[src/rtl/sher_pkg.sv]
`default_nettype none
// ============================================================================
// Module      : sher_pkg
// Description : Shared constants for the Sher-VI datapath arithmetic units
//               (default operand width and add/subtract opcode encoding).
// Revision    : 1.0 - initial release
// ============================================================================
package sher_pkg;

  // Default operand/result width of the datapath adder
  localparam int DEFAULT_WIDTH = 16;

  // Encoding of the sub control input
  localparam logic OP_ADD = 1'b0;
  localparam logic OP_SUB = 1'b1;

endpackage : sher_pkg
`default_nettype wire

[src/rtl/full_adder.sv]
`default_nettype none
// ============================================================================
// Module      : full_adder
// Description : One-bit full adder cell, chained into the ripple-carry adder.
// Revision    : 1.0 - initial release
// ============================================================================
module full_adder (
  input  logic a,
  input  logic b,
  input  logic cin,
  output logic s,
  output logic cout
);

  // Sum and majority-function carry of the three input bits
  assign s    = a ^ b ^ cin;
  assign cout = (a & b) | (a & cin) | (b & cin);

endmodule : full_adder
`default_nettype wire

[src/rtl/adder.sv]
`default_nettype none
// ============================================================================
// Module      : adder
// Description : Registered two's-complement add/subtract unit. Subtraction is
//               A + ~B + 1 through a single ripple chain; result and flags are
//               registered together with one cycle of latency.
// Revision    : 1.0 - initial release
// ============================================================================
module adder
  import sher_pkg::*;
#(
  parameter int WIDTH = DEFAULT_WIDTH
) (
  input  logic             clk,
  input  logic             rst_n,
  input  logic             sub,
  input  logic [WIDTH-1:0] data_A,
  input  logic [WIDTH-1:0] data_B,
  output logic [WIDTH-1:0] data_out,
  output logic             carry,
  output logic             overflow,
  output logic             zero,
  output logic             negative
);

  logic             do_sub;
  logic [WIDTH-1:0] b_eff;     // operand B after conditional inversion
  logic [WIDTH:0]   chain;     // ripple carries; chain[0] is the carry-in
  logic [WIDTH-1:0] sum;
  logic             overflow_next;
  logic             zero_next;

  // B-inversion stage: subtract feeds ~B and a carry-in of 1
  assign do_sub   = (sub == OP_SUB);
  assign b_eff    = data_B ^ {WIDTH{do_sub}};
  assign chain[0] = do_sub;

  generate
    for (genvar i = 0; i < WIDTH; i++) begin : g_ripple
      full_adder u_fa (
        .a    (data_A[i]),
        .b    (b_eff[i]),
        .cin  (chain[i]),
        .s    (sum[i]),
        .cout (chain[i+1])
      );
    end
  endgenerate

  // Signed overflow: like-signed operands producing a result of the other sign
  assign overflow_next = (data_A[WIDTH-1] == b_eff[WIDTH-1]) &&
                         (sum[WIDTH-1] != data_A[WIDTH-1]);
  assign zero_next     = (sum == '0);

  // Output register: captures result and flags every cycle, cleared by async reset
  always_ff @(posedge clk or negedge rst_n) begin
    if (!rst_n) begin
      data_out <= '0;
      carry    <= 1'b0;
      overflow <= 1'b0;
      zero     <= 1'b0;
    end else begin
      data_out <= sum;
      carry    <= chain[WIDTH];
      overflow <= overflow_next;
      zero     <= zero_next;
    end
  end

  // Sign flag tracks the registered result directly
  assign negative = data_out[WIDTH-1];

endmodule : adder
`default_nettype wire

[config.mk]
export PLATFORM = sky130hd
export DESIGN_NAME = adder
export DESIGN_NICKNAME = d
export VERILOG_FILES = /design/src/rtl/sher_pkg.sv /design/src/rtl/full_adder.sv /design/src/rtl/adder.sv
export SDC_FILE = /design/constraint.sdc
export NUM_CORES = 1
export LEC_CHECK = 0
export ABC_AREA = 1
export BUFFER_PORTS_ARGS = -buffer_cell sky130_fd_sc_hd__buf_4
export CORE_MARGIN = 4
export CORE_UTILIZATION = 50
export DETAILED_ROUTE_END_ITERATION = 6
export PLACE_DENSITY_LB_ADDON = 0.05
export SKIP_CTS_REPAIR_TIMING = 1
export SLEW_MARGIN = 15
export SYNTH_ARGS = -nofsm -noshare
export SYNTH_HDL_FRONTEND = slang
export SYNTH_SLANG_ARGS = --single-unit
[constraint.sdc]
create_clock -name clk -period 1.05 [get_ports clk]
set_clock_uncertainty 0.15 [all_clocks]
set_input_delay 0.105 -clock clk [delete_from_list [all_inputs] [get_ports clk]]
set_output_delay 0.105 -clock clk [all_outputs]
set_load 0.005 [all_outputs]
Yosys cells after proc, flatten, opt, wreduce, memory -nomap -nowiden
Index checks and enable logic that the tools add are counted.

storage, ports and cells
  bits in registers = 19
  word-level logic and storage cells = 121
  input bits = 35

cells by class
  bitwise logic cells = 113
  reductions and logical operators = 2
  equality and inequality tests = 2

operators with widths
  kind                 number
  bitwise AND 1 bit    48
  bitwise OR 1 bit     32
  bitwise XOR 1 bit    32
  logical NOT 16 bit   1
  bitwise XOR 16 bit   1
  equality test 1 bit  1
  logical AND 1 bit    1
  != test 1 bit        1

Longest topological paths before layout
  depth in word-level cells = 49
  depth in mapped cells = 25
  gate-level depth less buffers = 25

Hierarchy
Synthesis repeated with hierarchy kept, for this count alone.

second synthesis, totals
  cell total of the unflattened synthesis = 88
  area total of the unflattened synthesis = 1117.3 µm²

modules (own cells, without submodules)
  module      area an instance (µm²)  cells each  times used
  adder       797.0                   72          1
  full_adder  20.0                    1           16

Least setup slack after synthesis
OpenSTA, ideal clock, no wires.

  path type = in2reg
  start point = input port sub
  end point = register zero
  required time = 0.831 ns
  slack = -5.397 ns
  stages on the path = 24
  arrival = 6.228 ns
  cells stage by stage = buf_6 > xor2_1 > fa_1 > fa_1 > inv_1 > fa_1 > fa_1 > fa_1 > fa_1 > fa_1 > fa_1 > fa_1 > fa_1 > fa_1 > fa_1 > fa_1 > fa_1 > inv_1 > fa_1 > nor2_1 > nand2_1 > nor2_1 > nand2_1 > nor2_2

between the ends
  cells in the longest elaborated chain, start to end = 48

RTL lines
  what                           RTL line          RTL
  start, declared                adder.sv:16       input logic sub,
  bitwise XOR 16 bit             adder.sv:35       assign b_eff = data_B ^ {WIDTH{do_sub}};
  bitwise AND 1 bit              full_adder.sv:17  assign cout = (a & b) | (a & cin) | (b & cin);
  bitwise OR 1 bit (2 in a row)  full_adder.sv:17
  bitwise AND 1 bit              full_adder.sv:17
  bitwise OR 1 bit (2 in a row)  full_adder.sv:17
  bitwise AND 1 bit              full_adder.sv:17
  bitwise OR 1 bit (2 in a row)  full_adder.sv:17
  bitwise AND 1 bit              full_adder.sv:17
  [... 29 more ...]              n/a
  bitwise AND 1 bit              full_adder.sv:17
  bitwise OR 1 bit (2 in a row)  full_adder.sv:17
  bitwise AND 1 bit              full_adder.sv:17
  bitwise OR 1 bit (2 in a row)  full_adder.sv:17
  bitwise XOR 1 bit *            full_adder.sv:16  assign s = a ^ b ^ cin;
  named net g_ripple[15].u_fa.s  full_adder.sv:11  output logic s,
  logical NOT 16 bit *           adder.sv:53       assign zero_next = (sum == '0);
  named net zero_next            adder.sv:31       logic zero_next;
  end signal, assigned           adder.sv:66       zero <= zero_next;
  end, declared                  adder.sv:22       output logic zero,

The timed path passes the listed nets; every way through them passes the cells marked *.

Final worst setup path
  start point = input port data_B[0]
  end point = register zero

between the ends
  cells in the longest elaborated chain, start to end = 48

RTL lines
  what                           RTL line          RTL
  start, declared                adder.sv:18       input logic [WIDTH-1:0] data_B,
  bitwise XOR 16 bit *           adder.sv:35
  bitwise AND 1 bit              full_adder.sv:17
  bitwise OR 1 bit               full_adder.sv:17
  bitwise OR 1 bit *             full_adder.sv:17
  bitwise AND 1 bit              full_adder.sv:17
  bitwise OR 1 bit               full_adder.sv:17
  bitwise OR 1 bit *             full_adder.sv:17
  bitwise AND 1 bit              full_adder.sv:17
  [... 34 more ...]              n/a
  bitwise OR 1 bit *             full_adder.sv:17
  bitwise AND 1 bit              full_adder.sv:17
  bitwise OR 1 bit               full_adder.sv:17
  bitwise OR 1 bit *             full_adder.sv:17
  bitwise XOR 1 bit *            full_adder.sv:16
  named net g_ripple[15].u_fa.s  full_adder.sv:11
  logical NOT 16 bit *           adder.sv:53
  named net zero_next            adder.sv:31

Marked as above.

==> run_results.csv <==
group,metric,value,unit
final_layout,stdcell_count,213,
setup_path,critPathCaptureType,"flip-flop",
yosys,synth_nets,171,
yosys,yosysWarnings,0,
clock_tree,ctsHtreeMaxLevel,1,
final_layout,areaGrowthSynthToFinish,57.2,%
drt,drtAntennaViolNets,0,
placement,dp_cells,207,
sta,slew_headroom,83.9,%
floorplanning,start_util,53.8,%
power_and_ir_drop,irDropWorstVdd,0.968,mV
sta,fmax,168,MHz
grt,grt_antenna_before_repair,0,
sta,setup_tns,-46.25,ns
final_layout,antenna_cells,0,
sta,hold_viol,1,
grt,track_usage,17.0,%
final_layout,final_nets,237,
final_layout,utilization,84.6,%
flow_run,drv_cap,0,
floorplanning,ios,55,
grt,grt_pass1_vias,953,
hold_path,hold_path_class,"in2reg",
floorplanning,num_rows,17,
drt,avgRoutedWirePerCell,13.2,µm
yosys,syn_avg_cell_area,10.1,µm²
setup_path,arrival,6.02,ns
grt,grt_pass1_wl,4.19,mm
sta,fin_crit_sh,566,%
drt,vias,955,
yosys,ys_types,14,
sta,finalSetupViolations,26,
sta,period_needed,5.94,ns
drt,drcViolationCount,0,
clock_tree,cts_tree,"yes",
floorplanning,die_y,57.3,µm
sta,hold_slack,-0.0619,ns
clock_tree,cts_sinks,19,
final_layout,fillers,120,
final_layout,drive_gt1_share,53.0,%
setup_path,cp-start-kind,"input port",
run_status,status,"finished with violations",
final_layout,seq_area,475,µm²
drt,via_per_inst,4.48,
yosys,yosysSeqAreaShare,39.2,%
sta,tightest_slew,0.241,ns
run_status,violations,"negative hold slack, negative setup slack",
drt,routed_wl,2.80,mm
grt,grt-ovfl-total,0,
yosys,syn_area,0.00121,mm²
setup_path,worstPathMaxFanout,3,
grt,grt_start_max_net_pins,20,
drt,drt_first_pass_iters,4,
yosys,postSynthCellCount,120,
placement,place_ws,-5.14,ns
sta,finalWorstSetupSlack,-4.89,ns
sta,rsz0062_at_grt,"yes",
yosys,synth-seq-cells,19,
power_and_ir_drop,pwr_density_cell,1420,mW/mm²
floorplanning,core_area,0.00225,mm²
clock_tree,clockBufferDepth,2,
setup_path,required,1.13,ns
floorplanning,die_area,0.00328,mm²
placement,dp_hpwl,2.20,mm
drt,drt_iter0_drc,8,
placement,place.gp.congestion,0.800,
final_layout,multi_input_area,652,µm²
power_and_ir_drop,leakage,0.992,nW
clock_tree,cts_buffers,3,
floorplanning,die_x,57.3,µm
clock_tree,cts-root-buf,"clkbuf_4",
clock_tree,clkTransAtPathRegs,0.10,ns
sta,finalMaxSlewViolations,0,
placement,io_buffers,54,
setup_path,setup.worst_path.class,"in2reg",
[metrics by stage]
stage	cell area, µm²	total power, W
CTS	1750	0.00246
global placement	1730	0.00205
finish	1910	0.00271
global route	1910	0.00287
detailed placement	1730	0.00211
floorplan	1270	0.00152
[cell usage after synthesis]
| cell type | instances | area [µm²] |
|---|---|---|
| xor2_1 | 3 | 26.3 |
| inv_2 | 1 | 3.75 |
| o21ai_0 | 1 | 5.00 |
| nor2_1 | 4 | 15.0 |
| fa_1 | 15 | 300 |
| xnor2_1 | 13 | 114 |
| inv_1 | 34 | 128 |
| ha_1 | 1 | 12.5 |
| nor2_2 | 1 | 6.26 |
| nand2_1 | 24 | 90.1 |
| buf_4 | 1 | 7.51 |
| nand3b_1 | 1 | 7.51 |
| dfrtp_1 | 19 | 475 |
| buf_6 | 2 | 22.5 |
[final timing paths]
path | from | end | slack (ns) | depth (start not counted)
max in group asynchronous | rst_n | data_out[14] | 0.50 | 2
hold / removal | data_A[15] | carry | -0.06 | 2
setup / recovery | data_B[0] | zero | -4.89 | 26
min in group asynchronous | rst_n | data_out[8] | 0.05 | 2
[sequential cells by signal, indices dropped and copies added, names as in the netlist]
register,flops
data_out,16
overflow,1
carry,1
zero,1
[area by class of cell]
cell class              instances  share of cell area (%)
well taps                      28                    1.84
multi-input cells              63                    34.2
clock buffers                   4                    1.38
inverters                      35                    7.02
flip-flops and latches         19                    24.9
repair buffers                 64                    30.7
[critical path: stages]
cell     delay (ns)
buf_6          0.10
inv_4          0.06
nand2_4        0.05
o21ai_2        0.06
fa_2           0.22
fa_2           0.19
inv_2          0.04
fa_2           0.34
fa_2           0.34
fa_2           0.36
fa_2           0.35
fa_2           0.35
fa_2           0.34
fa_2           0.35
fa_2           0.42
fa_2           0.36
fa_2           0.35
fa_2           0.36
fa_2           0.34
inv_2          0.07
fa_1           0.42
nor2_1         0.11
nand2_1        0.07
nor2_2         0.10
nand2_1        0.07
nor2_2         0.10
[cell families (layout without fill, tap and decap cells)]
logic type	count (synthesis)	after routing	share of synthesized area, %
buffers and inverters	38	103	13.3
AND/OR/NAND/NOR	30	30	9.79
flip-flops	19	19	39.2
adder cells (fa/ha/maj)	16	16	25.8
XOR/XNOR	16	16	11.5
AO/OA/AOI/OAI	1	1	0.412
[cells in the final DEF (no fill, tap or decap), types with 2 or more instances in the layout]
master	count
nand2_1	23
inv_1	23
buf_6	22
nor2_1	3
fa_2	14
clkbuf_4	3
inv_2	11
xnor2_1	12
xor2_1	2
dfrtp_1	19
buf_4	39
nor2_2	2
[metal layers]
layer | GRT usage [%] | routed length (µm) | part of all wire, %
met2 | 30.5 | 1590 | 57
met4 | 7.95 | 108 | 3.9
met3 | 2.49 | 178 | 6.4
met5 | 0 | 0 | 0
met1 | 19.9 | 930 | 33
[where the power goes]
| part | leakage (nW) | switching, W | internal (W) |
|---|---|---|---|
| Combinational | 0.753 | 0.000536 | 0.000799 |
| Sequential | 0.224 | 0.0000935 | 0.000921 |
| Clock | 0.0150 | 0.000216 | 0.000148 |
| Total | 0.992 | 0.000846 | 0.00187 |
(Power assumes the default switching activity.)
